<file path="src/rtl/vppm_word_deframer.sv">
// Word deframer behind the VPPM demodulator: preamble/SFD hunt, MSB-first deserialization,
// valid/ready output register. Optional per-word even parity when VPPM_DEFRAMER_PARITY_EN is defined.
module vppm_word_deframer #(
    parameter int                  WORD_BITS   = 12,
    parameter int                  MIN_ZEROS   = 5,
    parameter int                  SFD_BITS    = 4,
    parameter logic [SFD_BITS-1:0] SFD_PATTERN = 4'b1010,
    parameter int                  FRAME_WORDS = 0
) (
    input  logic                 clk,
    input  logic                 reset_n,
    input  logic                 freq_lock,
    input  logic                 bit_in,
    input  logic                 bit_stb,
    output logic [WORD_BITS-1:0] out_data,
    output logic                 out_perr,
    output logic                 out_valid,
    input  logic                 out_ready,
    output logic                 sync_locked,
    output logic                 frame_done,
    output logic                 overflow
);

    localparam int                  BCW      = $clog2(WORD_BITS + 1);
    localparam logic [BCW-1:0]      BC_ONE   = BCW'(1);
    localparam logic [BCW-1:0]      BC_LAST  = BCW'(WORD_BITS - 1);
    localparam logic [3:0]          MZ4      = 4'(MIN_ZEROS);
    localparam logic [4:0]          SFD_LAST = 5'(SFD_BITS - 1);
    localparam logic [15:0]         SFD_P16  = 16'(SFD_PATTERN);
    localparam logic [15:0]         FW16     = 16'(FRAME_WORDS);

    typedef enum logic [1:0] {
        ST_HUNT = 2'd0,
        ST_SFD  = 2'd1,
        ST_DATA = 2'd2,
        ST_PAR  = 2'd3
    } state_t;

`ifdef VPPM_DEFRAMER_PARITY_EN
    function automatic logic even_par_err(input logic [WORD_BITS-1:0] w, input logic p);
        return ^{w, p};
    endfunction
`endif

    state_t                 state_q, state_d;
    logic [3:0]             zero_cnt_q, zero_cnt_d;
    logic [4:0]             sfd_idx_q, sfd_idx_d;
    logic [BCW-1:0]         bit_cnt_q, bit_cnt_d;
    logic [15:0]            word_cnt_q, word_cnt_d;
    logic [WORD_BITS-1:0]   shreg_q, shreg_d;
    logic [WORD_BITS-1:0]   out_data_q, out_data_d;
    logic                   out_perr_q, out_perr_d;
    logic                   out_valid_q, out_valid_d;
    logic                   sync_locked_q, sync_locked_d;
    logic                   frame_done_q, frame_done_d;
    logic                   overflow_q, overflow_d;
    logic                   push_s;
    logic [WORD_BITS-1:0]   push_word_s;
    logic                   push_perr_s;
    logic [15:0]            sfd_tmp_s;

    // Next-state logic: hunt/SFD/data sequencing plus output-register handshake.
    always_comb begin
        state_d       = state_q;
        zero_cnt_d    = zero_cnt_q;
        sfd_idx_d     = sfd_idx_q;
        bit_cnt_d     = bit_cnt_q;
        word_cnt_d    = word_cnt_q;
        shreg_d       = shreg_q;
        out_data_d    = out_data_q;
        out_perr_d    = out_perr_q;
        out_valid_d   = out_valid_q & ~out_ready;
        overflow_d    = overflow_q;
        frame_done_d  = 1'b0;
        push_s        = 1'b0;
        push_word_s   = {WORD_BITS{1'b0}};
        push_perr_s   = 1'b0;
        sfd_tmp_s     = SFD_P16 >> (SFD_LAST - sfd_idx_q);

        if (!freq_lock) begin
            state_d    = ST_HUNT;
            zero_cnt_d = 4'd0;
        end else if (bit_stb) begin
            case (state_q)
                ST_HUNT: begin
                    if (!bit_in) begin
                        if (zero_cnt_q != 4'd15) begin
                            zero_cnt_d = zero_cnt_q + 4'd1;
                        end else begin
                            zero_cnt_d = zero_cnt_q;
                        end
                    end else if (zero_cnt_q >= MZ4) begin
                        if (SFD_BITS == 1) begin
                            state_d    = ST_DATA;
                            bit_cnt_d  = {BCW{1'b0}};
                            word_cnt_d = 16'd0;
                        end else begin
                            state_d   = ST_SFD;
                            sfd_idx_d = 5'd1;
                        end
                    end else begin
                        zero_cnt_d = 4'd0;
                    end
                end
                ST_SFD: begin
                    if (bit_in == sfd_tmp_s[0]) begin
                        if (sfd_idx_q == SFD_LAST) begin
                            state_d    = ST_DATA;
                            bit_cnt_d  = {BCW{1'b0}};
                            word_cnt_d = 16'd0;
                        end else begin
                            sfd_idx_d = sfd_idx_q + 5'd1;
                        end
                    end else begin
                        state_d    = ST_HUNT;
                        zero_cnt_d = bit_in ? 4'd0 : 4'd1;
                    end
                end
                ST_DATA: begin
                    shreg_d   = {shreg_q[WORD_BITS-2:0], bit_in};
                    bit_cnt_d = bit_cnt_q + BC_ONE;
                    if (bit_cnt_q == BC_LAST) begin
`ifdef VPPM_DEFRAMER_PARITY_EN
                        state_d = ST_PAR;
`else
                        push_s      = 1'b1;
                        push_word_s = {shreg_q[WORD_BITS-2:0], bit_in};
`endif
                    end else begin
                        state_d = ST_DATA;
                    end
                end
                ST_PAR: begin
`ifdef VPPM_DEFRAMER_PARITY_EN
                    push_s      = 1'b1;
                    push_word_s = shreg_q;
                    push_perr_s = even_par_err(shreg_q, bit_in);
`else
                    state_d = ST_HUNT;
`endif
                end
                default: state_d = ST_HUNT;
            endcase

            // A push that meets a still-unread word drops the new one and latches overflow.
            if (push_s) begin
                if (!out_valid_q || out_ready) begin
                    out_data_d  = push_word_s;
                    out_perr_d  = push_perr_s;
                    out_valid_d = 1'b1;
                end else begin
                    overflow_d = 1'b1;
                end
                word_cnt_d = word_cnt_q + 16'd1;
                bit_cnt_d  = {BCW{1'b0}};
                if ((FRAME_WORDS != 0) && ((word_cnt_q + 16'd1) == FW16)) begin
                    frame_done_d = 1'b1;
                    state_d      = ST_HUNT;
                    zero_cnt_d   = 4'd0;
                end else begin
                    state_d = ST_DATA;
                end
            end else begin
                word_cnt_d = word_cnt_d;
            end
        end else begin
            state_d = state_q;
        end

        sync_locked_d = (state_d == ST_DATA) || (state_d == ST_PAR);
    end

    // State and output registers.
    always_ff @(posedge clk or negedge reset_n) begin
        if (!reset_n) begin
            state_q       <= ST_HUNT;
            zero_cnt_q    <= 4'd0;
            sfd_idx_q     <= 5'd0;
            bit_cnt_q     <= {BCW{1'b0}};
            word_cnt_q    <= 16'd0;
            shreg_q       <= {WORD_BITS{1'b0}};
            out_data_q    <= {WORD_BITS{1'b0}};
            out_perr_q    <= 1'b0;
            out_valid_q   <= 1'b0;
            sync_locked_q <= 1'b0;
            frame_done_q  <= 1'b0;
            overflow_q    <= 1'b0;
        end else begin
            state_q       <= state_d;
            zero_cnt_q    <= zero_cnt_d;
            sfd_idx_q     <= sfd_idx_d;
            bit_cnt_q     <= bit_cnt_d;
            word_cnt_q    <= word_cnt_d;
            shreg_q       <= shreg_d;
            out_data_q    <= out_data_d;
            out_perr_q    <= out_perr_d;
            out_valid_q   <= out_valid_d;
            sync_locked_q <= sync_locked_d;
            frame_done_q  <= frame_done_d;
            overflow_q    <= overflow_d;
        end
    end

    assign out_data    = out_data_q;
    assign out_perr    = out_perr_q;
    assign out_valid   = out_valid_q;
    assign sync_locked = sync_locked_q;
    assign frame_done  = frame_done_q;
    assign overflow    = overflow_q;

endmodule

</file>
<file path="config.mk">
export PLATFORM = sky130hd
export DESIGN_NAME = vppm_word_deframer
export DESIGN_NICKNAME = d
export VERILOG_FILES = /design/src/rtl/vppm_word_deframer.sv
export SDC_FILE = /design/constraint.sdc
export NUM_CORES = 1
export LEC_CHECK = 0
export BUFFER_PORTS_ARGS = -buffer_cell sky130_fd_sc_hd__buf_2
export CORE_MARGIN = 1
export CORE_UTILIZATION = 26
export CTS_BUF_LIST = sky130_fd_sc_hd__clkbuf_4 sky130_fd_sc_hd__clkbuf_8
export DETAILED_ROUTE_END_ITERATION = 10
export SYNTH_ARGS = -nofsm -noshare
export SYNTH_HDL_FRONTEND = slang
export SYNTH_SLANG_ARGS = --single-unit
</file>
<file path="constraint.sdc">
create_clock -name clk -period 3.1 [get_ports clk]
set_clock_uncertainty 0.05 [all_clocks]
set_input_delay 0.31 -clock clk [delete_from_list [all_inputs] [get_ports clk]]
set_output_delay 0.31 -clock clk [all_outputs]
set_load 0.02 [all_outputs]
</file>
==> flow_metrics.py <==
metrics = {
    "detailed_routing": {
        "drc_errors": 0,
        "wl_per_cell_um": 12.04,
        "drtIter0Drc": 60,
        "first_pass_iters": 4,
        "dr_total_vias": 1463,
        "ant_nets": 0,
        "detail_route.vias_per_cell": 4.644,
        "routed_wl_um": 3793,
    },
    "timing": {
        "drv_slew": 0,
        "fin_tns_setup_ns": 0,
        "setup_viol": 0,
        "max-slew-margin-rel_pct": 39.39,
        "min_period_ns": 2.374,
        "rsz0062_at_grt": "no",
        "fmax_mhz": 421.2,
        "hold_violations": 0,
        "setup_slack_ns": 0.7258,
        "tightest_slew_ns": 0.9092,
        "fin_crit_sh_pct": 76.59,
    },
    "layout": {
        "ff_latch_area_mm2": 0.001026,
        "nNetsFinal": 228,
        "n_antenna_cell": 0,
        "fill_cells": 817,
        "syn2layout_area_growth_pct": 13.49,
        "multiInputGateArea_mm2": 0.001011,
        "final_layout_size_suffix_gt1_share_pct": 27.23,
    },
    "flow_run": {
        "maxCapViolCount": 0,
    },
    "power": {
        "power_density_mw_per_mm2": 391.2,
        "power.share.clock_pct": 36.9,
        "internal_power_mw": 0.7096,
        "leakage_nw": 1.196,
        "pwr-share-seq_pct": 58.2,
        "p_sw_share_pct": 24.42,
        "comb_power_share_pct": 4.9,
        "vdd_drop_max_v": 0.0001151,
        "switchingPower_mw": 0.2292,
    },
    "die": {
        "die_x_um": 92.18,
        "core_area_mm2": 0.007807,
        "row_count": 32,
        "die_h_um": 92.18,
        "die_area_mm2": 0.008497,
        "pin_count": 23,
        "initial_core_util_pct": 27.08,
    },
    "yosys": {
        "netlist_instances": 191,
        "synth_edf_count": 0,
        "yosysWarnings": 0,
        "synth.avg_cell_area_um2": 11.07,
        "synth_flop_cell": "dfrtp_1",
        "synthArstFlopShare_pct": 100.0,
        "ys_types": 45,
        "ys_seq_area_share_pct": 48.52,
        "netlist_area_mm2": 0.002115,
        "ys_ff_latch": 41,
    },
    "place": {
        "gp_congestion": 0.7596,
        "pre_cts_slack_ns": 0.7109,
        "port_buffers": 20,
        "post-dp-hpwl_um": 2716,
    },
    "critical_path": {
        "end_kind": "flip-flop",
        "cp-start-kind": "flip-flop",
        "cp.arrival_ns": 2.55,
        "crit_fanout": 7,
        "slowest_delay_ns": 0.45,
        "path_class": "flip-flop to flip-flop",
        "required_ns": 3.27,
        "path_cells": "inv_1, ha_1, or3_4, nor4_4, o311ai_2, or4_1, a21oi_1",
        "critPathSlowestCell": "or4_1",
    },
    "outcome": {
        "status": "complete, no violations",
    },
    "grt": {
        "met2_usage_pct": 14.61,
        "grt.busiest_layer": "met2",
        "grt_pass1_vias": 1390,
        "met3_usage_pct": 2.073,
        "grt_use_total_pct": 9.824,
        "grtUsageMet1_pct": 13.51,
        "antenna_found_initial": 0,
        "grt_start_max_net_pins": 42,
        "overflow": 0,
        "grt_pass1_wl_um": 6575,
    },
    "clock_network": {
        "root_buffer": "clkbuf_8",
        "cts.path.max_buffers": 2,
        "cts_resized": 0,
        "cts.sinks": 41,
        "clk_pin_slew_ns": 0.08,
        "cts_made_buffers": 5,
        "cts_tree": "done",
        "cts-hold-fix-buffers": 0,
        "cts_setup_buffers": 0,
        "clk_latency_ns": 0.30,
        "h-tree-depth": 2,
    },
    "worst_hold_path": {
        "min_path_type": "input port to asynchronous set/reset pin",
    },
}
==> power groups by stage <==
stage               sequential (mW)  clock, mW  combinational (mW)
floorplan                     0.555          0              0.0295
global placement              0.557          0              0.0469
detailed placement            0.557          0              0.0471
CTS                           0.546      0.359              0.0472
global route                  0.547      0.383              0.0535
finish                        0.546      0.347              0.0459
==> through the flow <==
stage	area (µm²)	cells	util (%)	hold slack, ns	power, mW
after floorplan	2118	192	-	-0.03559	0.5847
after global placement	2313	307	29.63	0.4251	0.6036
after detailed placement	2313	307	29.63	0.4282	0.6040
after CTS	2400	315	30.74	0.1245	0.9522
after global routing	2400	315	30.74	0.1600	0.9834
final	2400	315	30.74	0.08828	0.9388
==> state kept, by name, summed over array words and instances, names as in the netlist <==
name and cells:
out_data 12, overflow 1, state_q 2, sync_locked 1, bit_cnt_q 4, out_valid 1, sfd_idx_q 5, zero_cnt_q 4
shreg_q 11
==> cells in the mapped netlist (all sizes together), types with 2 or more instances <==
library cell	n	area (µm²)
or3	4	30.03
a21boi	2	15.01
clkbuf	4	15.01
inv	11	41.29
and2	2	12.52
o21ai	10	50.05
nor3b	2	20.02
and3b	2	17.52
nor3	3	15.01
nor2b	5	31.28
nand2	15	56.30
nand3	4	20.02
ha	10	125.1
and3	5	31.28
dfrtp	41	1026
nand4	2	12.51
buf	4	25.02
nand4b	2	17.52
mux2i	2	20.02
o211ai	3	22.52
a21oi	7	35.03
a21o	2	15.01
a32o	2	20.02
mux2	23	259.0
nor2	8	30.03
==> per-layer routing <==
| metal | part of all wire, % | wire, µm |
|---|---|---|
| met1 | 52 | 1965 |
| met2 | 44 | 1661 |
| met4 | 1.7 | 65 |
| met5 | 0 | 0 |
| met3 | 2.6 | 100 |
==> final cells by class <==
type / instances / area share (%)
Clock buffer: 5 / 2.868
Inverter: 11 / 1.721
Multi-Input combinational cell: 132 / 42.13
Sequential cell: 41 / 42.75
Tap cell: 102 / 5.318
Timing Repair Buffer: 21 / 4.484
Clock inverter: 3 / 0.7299
==> kinds of logic (layout without fill, tap and decap cells) <==
kind of cell	after synthesis	in the layout	share of synthesized area, %
AO/OA/AOI/OAI	36	36	11.89
XOR/XNOR	1	1	0.4143
adder cells (fa/ha/maj)	10	10	5.917
buffers and inverters	19	40	3.846
flip-flops	41	41	48.52
multiplexers	25	25	13.20
other	1	2	0.1773
AND/OR/NAND/NOR	58	58	16.04
==> critical path, delay by kind of cell, from the launching register on <==
family / cells / cell delay, ns
buffers and inverters: 1 / 0.06
DFF: 1 / 0.43
and+or+nand+nor: 3 / 1.12
AOI/OAI and AO/OA: 2 / 0.36
adders and majority gates: 1 / 0.28
==> final timing paths <==
| check | start | end | slack, ns | cells past startpoint |
|---|---|---|---|---|
| setup / recovery | sfd_idx_q[2] | sfd_idx_q[4] | 0.73 | 7 |
| hold / removal | reset_n | out_data[8] | 0.09 | 1 |
| setup reg to reg | sfd_idx_q[2] | sfd_idx_q[4] | 0.73 | 7 |
| hold reg to reg | overflow | overflow | 0.44 | 1 |
| max in group asynchronous | reset_n | zero_cnt_q[0] | 2.34 | 1 |
| min in group clk | out_ready | out_valid | 0.28 | 3 |
==> cells in the final DEF, fill, tap and decap left out, drive strengths merged, types with 2 or more instances in the layout <==
| master | Yosys | layout |
|---|---|---|
| conb | 1 | 2 |
| nand4b | 2 | 2 |
| a21oi | 7 | 7 |
| o211ai | 3 | 3 |
| mux2i | 2 | 2 |
| inv | 11 | 11 |
| and3 | 5 | 5 |
| nand2 | 15 | 15 |
| and3b | 2 | 2 |
| a21o | 2 | 2 |
| buf | 4 | 21 |
| mux2 | 23 | 23 |
| ha | 10 | 10 |
| nor2 | 8 | 8 |
| o21ai | 10 | 10 |
| nor3b | 2 | 2 |
| dfrtp | 41 | 41 |
| clkbuf | 4 | 5 |
| and2 | 2 | 2 |
| a21boi | 2 | 2 |
| a32o | 2 | 2 |
| nand4 | 2 | 2 |
| nand3 | 4 | 4 |
| clkinv | 0 | 2 |
| or3 | 4 | 4 |
| nor3 | 3 | 3 |
| nor2b | 5 | 5 |
No activity file was read; power rests on OpenSTA's default activity.
